===== src/rtl/fp_rsqrt_pkg.sv =====
`default_nettype none
// +-------------------------------------------------------------------------+
// | fp_rsqrt_pkg : shared constants and result classes for the 1/sqrt pack   |
// | Rev 1.0                                                                 |
// +-------------------------------------------------------------------------+
package fp_rsqrt_pkg;

   localparam int BIAS    = 127;
   localparam int SQRT2_W = 26;
   // sqrt(2) truncated to 1.25 fixed point
   localparam logic [SQRT2_W-1:0] SQRT2 = 26'h2D413CC;
   localparam logic [31:0] QNAN = 32'h7FC0_0000;
   localparam logic [31:0] PINF = 32'h7F80_0000;

   typedef enum logic [2:0] {
      CLS_NORM = 3'd0,
      CLS_NAN  = 3'd1,
      CLS_NEG  = 3'd2,
      CLS_ZERO = 3'd3,
      CLS_INF  = 3'd4
   } cls_e;

endpackage
`default_nettype wire


===== src/rtl/fp_rsqrt_pack_if.sv =====
`default_nettype none
// +-------------------------------------------------------------------------+
// | fp_rsqrt_pack_if : operand/side-band input and IEEE result output bus    |
// | Rev 1.0                                                                 |
// +-------------------------------------------------------------------------+
interface fp_rsqrt_pack_if #(
   parameter int WL  = 24,
   parameter int EWL = 8
);
   logic           in_valid;
   logic [WL-1:0]  mant_in;
   logic           sign_in;
   logic [EWL-1:0] exp_in;
   logic           frac_nz_in;
   logic           out_valid;
   logic [31:0]    dout;
   logic           flag_invalid;
   logic           flag_divzero;

   modport master (
      output in_valid, mant_in, sign_in, exp_in, frac_nz_in,
      input  out_valid, dout, flag_invalid, flag_divzero
   );

   modport slave (
      input  in_valid, mant_in, sign_in, exp_in, frac_nz_in,
      output out_valid, dout, flag_invalid, flag_divzero
   );
endinterface
`default_nettype wire


===== src/rtl/fp_round_rne.sv =====
`default_nettype none
// +-------------------------------------------------------------------------+
// | fp_round_rne : round a 1.x significand to FRAC_W bits, nearest-even      |
// | Rev 1.0                                                                 |
// +-------------------------------------------------------------------------+
module fp_round_rne #(
   parameter int SIG_W  = 49,
   parameter int FRAC_W = 23
) (
   input  logic [SIG_W-1:0]  sig,
   output logic [FRAC_W-1:0] frac,
   output logic              carry
);
   localparam int G = SIG_W - 2 - FRAC_W;

   logic            up;
   logic [FRAC_W:0] sum;

   always_comb begin
      up    = sig[G] & (sig[G-1] | (|sig[G-2:0]) | sig[G+1]);
      sum   = {1'b0, sig[SIG_W-2 -: FRAC_W]} + (FRAC_W+1)'(up);
      frac  = sum[FRAC_W-1:0];
      // fraction wrap only means 2.0 when the integer bit was already set
      carry = sum[FRAC_W] & sig[SIG_W-1];
   end
endmodule
`default_nettype wire


===== src/rtl/fp_rsqrt_pack.sv =====
`default_nettype none
// +-------------------------------------------------------------------------+
// | fp_rsqrt_pack : 2-stage exponent/sqrt2/round/pack of 1/sqrt mantissa     |
// | Rev 1.0                                                                 |
// +-------------------------------------------------------------------------+
module fp_rsqrt_pack #(
   parameter int WL   = 24,
   parameter int KWL  = 26,
   parameter int EWL  = 8,
   parameter int BIAS = 127
) (
   input logic            CLK,
   input logic            RST,
   input logic            CE,
   fp_rsqrt_pack_if.slave bus
);
   import fp_rsqrt_pkg::*;

   localparam int PW     = WL + KWL;
   localparam int SW     = PW - 1;
   localparam int EW2    = EWL + 2;
   localparam int FRAC_W = 31 - EWL;
   localparam logic signed [EW2-1:0] BIAS_S  = EW2'(BIAS);
   localparam logic signed [EW2-1:0] ONE_S   = EW2'(1);
   localparam logic [KWL-1:0]        C_SQRT2 = KWL'(SQRT2);

   logic                  v1_q, v1_d, sign1_q, sign1_d, odd_q, odd_d;
   cls_e                  cls_q, cls_d;
   logic signed [EW2-1:0] er_q, er_d;
   logic [SW-1:0]         sig_q, sig_d;
   logic                  v2_q, v2_d, inv_q, inv_d, dz_q, dz_d;
   logic [31:0]           dout_q, dout_d;

   logic                  exp_ones, exp_zero;
   logic signed [EW2-1:0] e_w, e_half, er_odd, er_s1;
   logic [PW-1:0]         prod;
   logic [SW-1:0]         sig_s1;
   cls_e                  cls_s1;

   always_comb begin
      exp_ones = &bus.exp_in;
      exp_zero = ~|bus.exp_in;
      e_w      = $signed({2'b00, bus.exp_in}) - BIAS_S;
      e_half   = e_w >>> 1;
      er_odd   = -((e_w + ONE_S) >>> 1);
      prod     = PW'(bus.mant_in) * PW'(C_SQRT2);

      if (exp_ones && bus.frac_nz_in)                      cls_s1 = CLS_NAN;
      else if (bus.sign_in && !(exp_zero && !bus.frac_nz_in)) cls_s1 = CLS_NEG;
      else if (exp_zero)                                   cls_s1 = CLS_ZERO;
      else if (exp_ones)                                   cls_s1 = CLS_INF;
      else                                                 cls_s1 = CLS_NORM;

      if (e_w[0]) begin
         // a product at or above 2.0 cannot occur in range; renormalise anyway
         if (prod[PW-1]) begin
            er_s1  = er_odd + ONE_S;
            sig_s1 = {prod[PW-1:2], |prod[1:0]};
         end else begin
            er_s1  = er_odd;
            sig_s1 = prod[SW-1:0];
         end
      end else if (bus.mant_in[WL-1]) begin
         er_s1  = -e_half;
         sig_s1 = {bus.mant_in, (SW-WL)'(0)};
      end else begin
         er_s1  = -e_half - ONE_S;
         sig_s1 = {bus.mant_in[WL-2:0], (SW-WL+1)'(0)};
      end
   end

   always_comb begin
      v1_d    = v1_q;
      cls_d   = cls_q;
      sign1_d = sign1_q;
      odd_d   = odd_q;
      er_d    = er_q;
      sig_d   = sig_q;
      if (CE) begin
         v1_d    = bus.in_valid;
         cls_d   = cls_s1;
         sign1_d = bus.sign_in;
         odd_d   = e_w[0];
         er_d    = er_s1;
         sig_d   = sig_s1;
      end
   end

   logic [FRAC_W-1:0] rnd_frac, frac2;
   logic              rnd_carry;
   logic [EWL-1:0]    exp2;
   logic [31:0]       res;
   logic              res_inv, res_dz;

   fp_round_rne #(.SIG_W(SW), .FRAC_W(FRAC_W)) u_round (
      .sig   (sig_q),
      .frac  (rnd_frac),
      .carry (rnd_carry)
   );

   always_comb begin
      // even-exponent significands are exact, so rounding applies only when odd
      frac2   = odd_q ? rnd_frac : sig_q[SW-2 -: FRAC_W];
      exp2    = EWL'(er_q + BIAS_S + ((odd_q && rnd_carry) ? ONE_S : '0));
      res     = {1'b0, exp2, frac2};
      res_inv = 1'b0;
      res_dz  = 1'b0;
      case (cls_q)
         CLS_NAN, CLS_NEG: begin
            res     = QNAN;
            res_inv = 1'b1;
         end
         CLS_ZERO: begin
            res    = {sign1_q, PINF[30:0]};
            res_dz = 1'b1;
         end
         CLS_INF: res = 32'h0;
         default: ;
      endcase

      v2_d   = v2_q;
      dout_d = dout_q;
      inv_d  = inv_q;
      dz_d   = dz_q;
      if (CE) begin
         v2_d = v1_q;
         if (v1_q) begin
            dout_d = res;
            inv_d  = res_inv;
            dz_d   = res_dz;
         end
      end
   end

   always_ff @(posedge CLK) begin
      if (RST) begin
         v1_q    <= 1'b0;
         cls_q   <= CLS_NORM;
         sign1_q <= 1'b0;
         odd_q   <= 1'b0;
         er_q    <= '0;
         sig_q   <= '0;
         v2_q    <= 1'b0;
         dout_q  <= '0;
         inv_q   <= 1'b0;
         dz_q    <= 1'b0;
      end else begin
         v1_q    <= v1_d;
         cls_q   <= cls_d;
         sign1_q <= sign1_d;
         odd_q   <= odd_d;
         er_q    <= er_d;
         sig_q   <= sig_d;
         v2_q    <= v2_d;
         dout_q  <= dout_d;
         inv_q   <= inv_d;
         dz_q    <= dz_d;
      end
   end

   assign bus.out_valid    = v2_q;
   assign bus.dout         = dout_q;
   assign bus.flag_invalid = inv_q;
   assign bus.flag_divzero = dz_q;

endmodule
`default_nettype wire


===== src/flat_wrapper.sv =====
// flat-port wrapper written by rule: the top's interface ports become plain ports
module fp_rsqrt_pack_flat import fp_rsqrt_pkg::*;
#(
   parameter int WL   = 24,
   parameter int KWL  = 26,
   parameter int EWL  = 8,
   parameter int BIAS = 127
)
  (CLK, RST, CE, bus_in_valid, bus_mant_in, bus_sign_in, bus_exp_in, bus_frac_nz_in, bus_out_valid, bus_dout, bus_flag_invalid, bus_flag_divzero);
  fp_rsqrt_pack_if #(.WL(WL), .EWL(EWL)) bus_i ();
  input logic CLK;
  input logic RST;
  input logic CE;
  input wire logic [$bits(bus_i.in_valid)-1:0] bus_in_valid;
  input wire logic [$bits(bus_i.mant_in)-1:0] bus_mant_in;
  input wire logic [$bits(bus_i.sign_in)-1:0] bus_sign_in;
  input wire logic [$bits(bus_i.exp_in)-1:0] bus_exp_in;
  input wire logic [$bits(bus_i.frac_nz_in)-1:0] bus_frac_nz_in;
  output wire logic [$bits(bus_i.out_valid)-1:0] bus_out_valid;
  output wire logic [$bits(bus_i.dout)-1:0] bus_dout;
  output wire logic [$bits(bus_i.flag_invalid)-1:0] bus_flag_invalid;
  output wire logic [$bits(bus_i.flag_divzero)-1:0] bus_flag_divzero;
  assign bus_i.in_valid = bus_in_valid;
  assign bus_i.mant_in = bus_mant_in;
  assign bus_i.sign_in = bus_sign_in;
  assign bus_i.exp_in = bus_exp_in;
  assign bus_i.frac_nz_in = bus_frac_nz_in;
  assign bus_out_valid = bus_i.out_valid;
  assign bus_dout = bus_i.dout;
  assign bus_flag_invalid = bus_i.flag_invalid;
  assign bus_flag_divzero = bus_i.flag_divzero;
  fp_rsqrt_pack #(.WL(WL), .KWL(KWL), .EWL(EWL), .BIAS(BIAS)) u_core (.CLK(CLK), .RST(RST), .CE(CE), .bus(bus_i));
endmodule

===== config.mk =====
export PLATFORM = sky130hd
export DESIGN_NAME = fp_rsqrt_pack_flat
export DESIGN_NICKNAME = d
export VERILOG_FILES = /design/src/rtl/fp_rsqrt_pkg.sv /design/src/rtl/fp_rsqrt_pack_if.sv /design/src/rtl/fp_round_rne.sv /design/src/rtl/fp_rsqrt_pack.sv /design/src/flat_wrapper.sv
export SDC_FILE = /design/constraint.sdc
export NUM_CORES = 1
export LEC_CHECK = 0
export BUFFER_PORTS_ARGS = -buffer_cell sky130_fd_sc_hd__buf_2
export CAP_MARGIN = 20
export CORE_MARGIN = 2
export CORE_UTILIZATION = 55
export DETAILED_ROUTE_END_ITERATION = 10
export GPL_TIMING_DRIVEN = 0
export PLACE_DENSITY = 0.79
export SYNTH_ARGS = -nofsm -noshare
export SYNTH_HDL_FRONTEND = slang
export SYNTH_SLANG_ARGS = --single-unit

===== constraint.sdc =====
create_clock -name CLK -period 17.07 [get_ports CLK]
set_input_delay 0.8535 -clock CLK [delete_from_list [all_inputs] [get_ports CLK]]
set_output_delay 0.8535 -clock CLK [all_outputs]
set_load 0.05 [all_outputs]

---- After elaboration in Yosys (flattened, before gate mapping) ----
Cells that the tools add are included.
operators by class
  add/sub/neg operators ................... 9
  $mul .................................... 1
  eq/ne operators ......................... 4
  multiplexer cells ....................... 15
  bitwise operators ....................... 4
  reductions and logical operators ........ 12
operator list
  cell                                                 count
  two-way mux 49 bit                                   3
  case mux 32 bit (3 select lines)                     1
  multiplier 24 x 24 -> 48 bit, second input constant  1
  adder 23 x 1 -> 24 bit                               1
  two-way mux 8 bit                                    3
  two-way mux 23 bit                                   1
  OR reduction 23 bit                                  1
  negation 8 bit                                       2
  two-way mux 3 bit                                    4
  adder 9 x 2 -> 9 bit, second input constant          1
  subtractor 8 x 7 -> 9 bit, second input constant     1
  adder 8 x 2 -> 8 bit, second input constant          1
  adder 8 x 7 -> 8 bit, second input constant          1
  adder 8 bit                                          1
  AND reduction 8 bit                                  1
  OR reduction 8 bit                                   1
  subtractor 8 x 2 -> 8 bit, second input constant     1
  == test 3 x 2 -> 1 bit, second input constant        2
  logical AND 1 bit                                    4
  == test 3 x 1 -> 1 bit, second input constant        1
  == test 3 bit, second input constant                 1
  zero test 1 bit                                      3
  two-way mux 1 bit                                    3
  bitwise AND 1 bit                                    2
  other kinds (3)                                      4
storage, ports and cells
  register bits after elaboration ......... 98
  output and inout port bits .............. 35

---- Logic depth before layout (Yosys ltp) ----
  word-level depth ........................ 10
  depth in mapped cells ................... 27
  depth with buffers taken out ............ 24

---- Hierarchy ----
From an unflattened synthesis, not the netlist that was laid out.
second synthesis, totals
  cell total of the unflattened synthesis .. 1797
  area total of the unflattened synthesis .. 16067.9 µm²
modules (own cells, without submodules)
  module         times used  cells each  area each (µm²)  seq. area each (µm²)
  fp_rsqrt_pack  1           1724        15584.9          1941.9
  fp_round_rne   1           73          483.0            0.0

---- Worst setup path after synthesis ----
No wires, ideal clock.
  path type ............................... in2reg
  start ................................... input port bus_mant_in[23]
  end ..................................... register u_core.sig_q[12]
  library setup time ...................... 0.128 ns
  data arrival time ....................... 6.926 ns
  data required time ...................... 16.942 ns
  path slack .............................. 10.016 ns
  cell stages on the path ................. 23
  buffers on the path ..................... 3
  cell sequence ........................... clkbuf_1 -> inv_1 -> ha_1 -> inv_1 -> fa_1 -> fa_1 -> fa_1 -> fa_1 -> fa_1 -> inv_1 -> fa_1 -> ha_1 -> buf_2 -> nand4_1 -> nor3_1 -> nand4_1 -> o21a_2 -> nor4_4 -> o21ba_2 -> buf_2 -> mux2_2 -> a22oi_1 -> nor2_1
on the way
  longest elaborated chain between the ends .. 3
ends and longest elaborated chain
  element                       RTL line              RTL
  from (decl)                   flat_wrapper.sv:15    input wire logic [$bits(bus_i.mant_in)-1:0] bus_mant_in;
  multiplier 24 x 24 -> 48 bit  fp_rsqrt_pack.sv:46   prod = PW'(bus.mant_in) * PW'(C_SQRT2);
  two-way mux 49 bit            fp_rsqrt_pack.sv:56   if (prod[PW-1]) begin
  two-way mux 49 bit            fp_rsqrt_pack.sv:54   if (e_w[0]) begin
  to (signal assigned)          fp_rsqrt_pack.sv:153  sig_q <= sig_d;
  to (decl)                     fp_rsqrt_pack.sv:30   logic [SW-1:0] sig_q, sig_d;
Every way passes these cells.
A chain may end at the register's enable or synchronous reset.

---- Final worst setup path ----
  start ................................... input port bus_mant_in[23]
  end ..................................... register u_core.sig_q[6]
Same word-level chain as after synthesis.

==> impl_results.html <==
<table>
<tr><th>Metric</th><th>Value</th></tr>
<tr><th colspan="2">Outcome</th></tr>
<tr><td>Outcome</td><td>finished clean</td></tr>
<tr><th colspan="2">Floorplanning</th></tr>
<tr><td>Vert. Die Dim</td><td>between 150 and 200 um</td></tr>
<tr><td>Number of I/O pins</td><td>73</td></tr>
<tr><td>Initial core utilization</td><td>55.80%</td></tr>
<tr><td>Die boundary width</td><td>~170 um</td></tr>
<tr><td>Die ar.</td><td>30420 um^2</td></tr>
<tr><td>Core area</td><td>~29000 um^2</td></tr>
<tr><td>Row cnt</td><td>62</td></tr>
<tr><th colspan="2">Route</th></tr>
<tr><td>Vias per cell</td><td>5.761</td></tr>
<tr><td>Detailed Route WL</td><td>roughly 40 mm</td></tr>
<tr><td># DRC</td><td>0</td></tr>
<tr><td>Count of nets left with antenna violations after detail routing</td><td>0</td></tr>
<tr><td>Routed via count</td><td>roughly 13000</td></tr>
<tr><td>Number of detailed-route iterations in the first pass</td><td>5</td></tr>
<tr><td>WL per Instance</td><td>18.28 um</td></tr>
<tr><td>Initial drt markers</td><td>850</td></tr>
<tr><th colspan="2">Logic synthesis</th></tr>
<tr><td>EDFF count, synth</td><td>0</td></tr>
<tr><td>Top FF cell, synth</td><td>dfxtp_1</td></tr>
<tr><td>Synth unique cells</td><td>87</td></tr>
<tr><td>Fraction of post-synthesis cell area in the top cell type by area</td><td>around a quarter</td></tr>
<tr><td>Cell types with the largest area share after synthesis</td><td>fa_1, ha_1, dfxtp_1</td></tr>
<tr><td>Cell type contributing the most total cell area after synthesis</td><td>fa_1</td></tr>
<tr><td>Mean post-synth cell area</td><td>~9.0 um^2</td></tr>
<tr><td>Fraction of registers with async set or reset after synthesis</td><td>0%</td></tr>
<tr><td>Leading post-synthesis cells by instance count</td><td>inv_1, ha_1, fa_1, nor2_1, nand2_1</td></tr>
<tr><td>Gate count after technology mapping</td><td>1773</td></tr>
<tr><td>Syn Nets</td><td>between 2000 and 2500</td></tr>
<tr><td>#FFs+latches synth</td><td>97</td></tr>
<tr><td>Sequential share of the synthesized area</td><td>between 10% and 20%</td></tr>
<tr><td>Leading cell type by number of instances after synthesis</td><td>inv_1</td></tr>
<tr><td>Cell Area, Synth</td><td>15970 um^2</td></tr>
<tr><td>Synthesis warning total</td><td>0</td></tr>
<tr><th colspan="2">Worst setup path</th></tr>
<tr><td>Kind of end point of the critical path</td><td>flip-flop</td></tr>
<tr><td>Top Family by Delay on Critical Path</td><td>adder cells</td></tr>
<tr><td>Endpoint of the worst-slack reg-to-reg timing path</td><td>u_core.bus.dout[27]</td></tr>
<tr><td>WP data arrival</td><td>8.46 ns</td></tr>
<tr><td>Reg2reg start</td><td>u_core.sig_q[39]</td></tr>
<tr><td>Number of buffer and inverter instances along the worst setup path</td><td>7</td></tr>
<tr><td>Internal reg-to-reg setup slack</td><td>between 10 and 15 ns</td></tr>
<tr><td>Critical Path Sink</td><td>u_core.sig_q[6]</td></tr>
<tr><td>R2R depth</td><td>11</td></tr>
<tr><td>Worst path slowest cell</td><td>fa_1</td></tr>
<tr><td>Critical path cell sequence</td><td>buf_2 &gt; clkbuf_1 &gt; inv_1 &gt; ha_1 &gt; inv_1 &gt; fa_1 &gt; fa_1 &gt; fa_1 &gt; fa_1 &gt; fa_1 &gt; inv_1 &gt; fa_1 &gt; ha_1 &gt; buf_2 &gt; nand4_1 &gt; nor3_1 &gt; nand4_1 &gt; o21a_2 &gt; o41ai_2 &gt; o21bai_2 &gt; buf_2 &gt; mux2i_1 &gt; a2bb2oi_1 &gt; nor2_1</td></tr>
<tr><td>Most used cell along the critical path</td><td>fa_1</td></tr>
<tr><td>Crit Path Category</td><td>in -&gt; reg</td></tr>
<tr><td>Largest stage delay on the critical path</td><td>approximately 0.55 ns</td></tr>
<tr><td>Worst Setup SP</td><td>bus_mant_in[23]</td></tr>
<tr><td>Startpoint types</td><td>input pin</td></tr>
<tr><td>Path length in cells of the critical path</td><td>24</td></tr>
<tr><td>Crit path required time</td><td>17.29 ns</td></tr>
<tr><td>Critical-path maximum fanout</td><td>10</td></tr>
<tr><th colspan="2">Clock network</th></tr>
<tr><td>Number of hold-repair buffers added at the cts stage</td><td>0</td></tr>
<tr><td>Sinks on the clock net</td><td>97</td></tr>
<tr><td>Maximum buffer depth of the clock tree</td><td>2</td></tr>
<tr><td>Clk root buf</td><td>clkbuf_16</td></tr>
<tr><td>Total clock buffers created by CTS</td><td>9</td></tr>
<tr><td>Cells resized by post-CTS repair</td><td>0</td></tr>
<tr><td>Clock slew at the register clock pins of the worst setup and hold paths</td><td>0.07 ns</td></tr>
<tr><td>Source-to-sink clock delay at the later pin of the worst-skew pair</td><td>0.35 ns</td></tr>
<tr><td>CTS tree</td><td>built</td></tr>
<tr><td>H-tree depth</td><td>3</td></tr>
<tr><td>Post-CTS repair timing setup buffer count</td><td>0</td></tr>
<tr><th colspan="2">STA</th></tr>
<tr><td>Post-route clock period utilization</td><td>48.25%</td></tr>
<tr><td>Shortest clock period the worst path allows after layout</td><td>8.236 ns</td></tr>
<tr><td>Maximum achievable frequency</td><td>approximately 120 MHz</td></tr>
<tr><td>Worst slew margin relative to its limit</td><td>a little over half</td></tr>
<tr><td>Endpoints failing hold</td><td>0</td></tr>
<tr><td>Unrepaired setup endpoints after global routing</td><td>no</td></tr>
<tr><td>Actual slew at the worst max-slew pin</td><td>0.6972 ns</td></tr>
<tr><td>Count of endpoints failing setup in the final report</td><td>0</td></tr>
<tr><td>Setup TNS</td><td>0 ns</td></tr>
<tr><td>Layout Skew</td><td>roughly 0.0082 ns</td></tr>
<tr><td>Max-slew violation count</td><td>0</td></tr>
<tr><td>Post-route worst hold slack</td><td>between 0.4 and 0.5 ns</td></tr>
<tr><th colspan="2">Global route</th></tr>
<tr><td>Remaining global-route overflow</td><td>0</td></tr>
<tr><td>Number of global-route vias before repair</td><td>between 10000 and 15000</td></tr>
<tr><td>GRT Total Usage</td><td>27.48%</td></tr>
<tr><td>Maximum number of pins on one net before global-route repair</td><td>16</td></tr>
<tr><td>Number of antenna violations at the first check in global routing</td><td>0</td></tr>
<tr><td>First-pass GRT wire length</td><td>66.90 mm</td></tr>
<tr><th colspan="2">Min path</th></tr>
<tr><td>Origin of the worst min-delay path</td><td>u_core.sig_q[48]</td></tr>
<tr><td>Classification of the worst-slack hold path</td><td>reg -&gt; reg</td></tr>
<tr><th colspan="2">Run</th></tr>
<tr><td>Max-Cap Viols</td><td>0</td></tr>
<tr><th colspan="2">Place</th></tr>
<tr><td>Routability congestion estimate</td><td>0.9156</td></tr>
<tr><td>Post-DP HPWL</td><td>34.35 mm</td></tr>
<tr><td>Post-Place Cell Area</td><td>16800 um^2</td></tr>
<tr><td>IO Port Bufs</td><td>70</td></tr>
<tr><th colspan="2">Finish</th></tr>
<tr><td>N_diodes</td><td>0</td></tr>
<tr><td>Layout cells sized above 1</td><td>8.127%</td></tr>
<tr><td>Count of fill cells added during filler insertion</td><td>2472</td></tr>
<tr><td>Synthesis-to-layout area growth</td><td>7.018%</td></tr>
<tr><td>Net count reported at finish</td><td>2351</td></tr>
<tr><td>Non-Filler Cell Area, Final</td><td>17100 um^2</td></tr>
</table>
## stage by stage
stage,instances,setup WS [ns],utilization [%]
6_report,2242,8.834,59.72
5_1_grt,2242,8.570,59.72
4_1_cts,2242,8.875,59.72
3_5_place_dp,2227,8.559,58.71
3_3_place_gp,2227,8.561,58.71
2_1_floorplan,1773,10.02,-
## cell type report
cell class                 instances  area (um^2)  area share (%)
clock buffer                      12        266.5           1.559
inverter                         325         1220           7.136
tap                              384        480.5           2.811
sequential                        97         1942           11.36
multi-input combinational       1291        12550           73.41
timing repair buffer              70        350.3           2.049
clock inverter                     3        23.77          0.1391
buffer                            60        262.8           1.537
## worst reg2reg max path: cells and delay by family, from the launching register on
family | cells | cell delay (ns)
fa+ha+maj | 2 | 0.45
simple gates | 5 | 1.13
compound gates | 2 | 0.37
buf+inv | 1 | 0.07
xor+xnor | 1 | 0.20
flops | 1 | 0.47
## worst min-delay path by stage
stage	endpoint	slack (ns)	cells past startpoint
2_1_floorplan	u_core.er_q[0]	0.43	2
4_1_cts	u_core.sig_q[48]	0.46	2
3_5_place_dp	u_core.sig_q[48]	0.45	2
6_report	u_core.sig_q[48]	0.46	2
5_1_grt	u_core.sig_q[48]	0.50	2
3_3_place_gp	u_core.sig_q[16]	0.44	2
## placed cells by master (no fill, tap or decap), types with 5 or more instances in the layout
| cell type | synthesis | routed |
|---|---|---|
| a211o_1 | 7 | 7 |
| a211oi_1 | 7 | 7 |
| a21o_1 | 25 | 25 |
| a21oi_1 | 89 | 89 |
| a22o_1 | 9 | 9 |
| a22oi_1 | 37 | 37 |
| a31oi_1 | 10 | 10 |
| and2_1 | 10 | 10 |
| and3_1 | 13 | 13 |
| and4_1 | 6 | 6 |
| buf_2 | 16 | 86 |
| clkbuf_1 | 36 | 36 |
| clkbuf_16 | 0 | 9 |
| dfxtp_1 | 97 | 97 |
| fa_1 | 192 | 192 |
| ha_1 | 267 | 267 |
| inv_1 | 324 | 324 |
| mux2_2 | 23 | 23 |
| mux2i_1 | 38 | 38 |
| nand2_1 | 103 | 103 |
| nand3_1 | 33 | 33 |
| nand4_1 | 14 | 14 |
| nor2_1 | 114 | 114 |
| nor2b_1 | 7 | 7 |
| nor3_1 | 25 | 25 |
| nor4_1 | 13 | 13 |
| o211ai_1 | 5 | 5 |
| o21ai_0 | 43 | 43 |
| o21bai_1 | 6 | 6 |
| o221a_2 | 6 | 6 |
| o221ai_1 | 8 | 8 |
| or3_1 | 5 | 5 |
| xnor2_1 | 59 | 59 |
| xor2_1 | 42 | 42 |
## flip-flops by register name (all words and copies together), names as in the netlist
name	flops
u_core.sig_q	48
u_core.bus.dout	32
u_core.er_q	8
u_core.cls_q	3
u_core.bus.flag_divzero	1
u_core.bus.flag_invalid	1
u_core.bus.out_valid	1
u_core.odd_q	1
u_core.sign1_q	1
u_core.v1_q	1
## per-layer routing
metal	track usage (%)	share of wire, %	vias up
met2	46.11	46	448
li1	-	-	6122
met3	5.424	7.5	72
met4	6.232	2.4	0
met5	0	0	-
met1	36.72	44	6275
## kinds of logic (layout without fill, tap and decap cells)
family | Yosys count | after routing | synth area share, %
fa+ha+maj | 459 | 459 | 44.98
flops | 97 | 97 | 12.16
simple gates | 361 | 361 | 10.67
buf+inv | 385 | 470 | 9.282
compound gates | 308 | 308 | 13.28
mux | 61 | 61 | 4.002
xor+xnor | 102 | 102 | 5.640
Power is not shown: default switching activity piles up to over one toggle a cycle in this logic, so the estimate is an artifact.
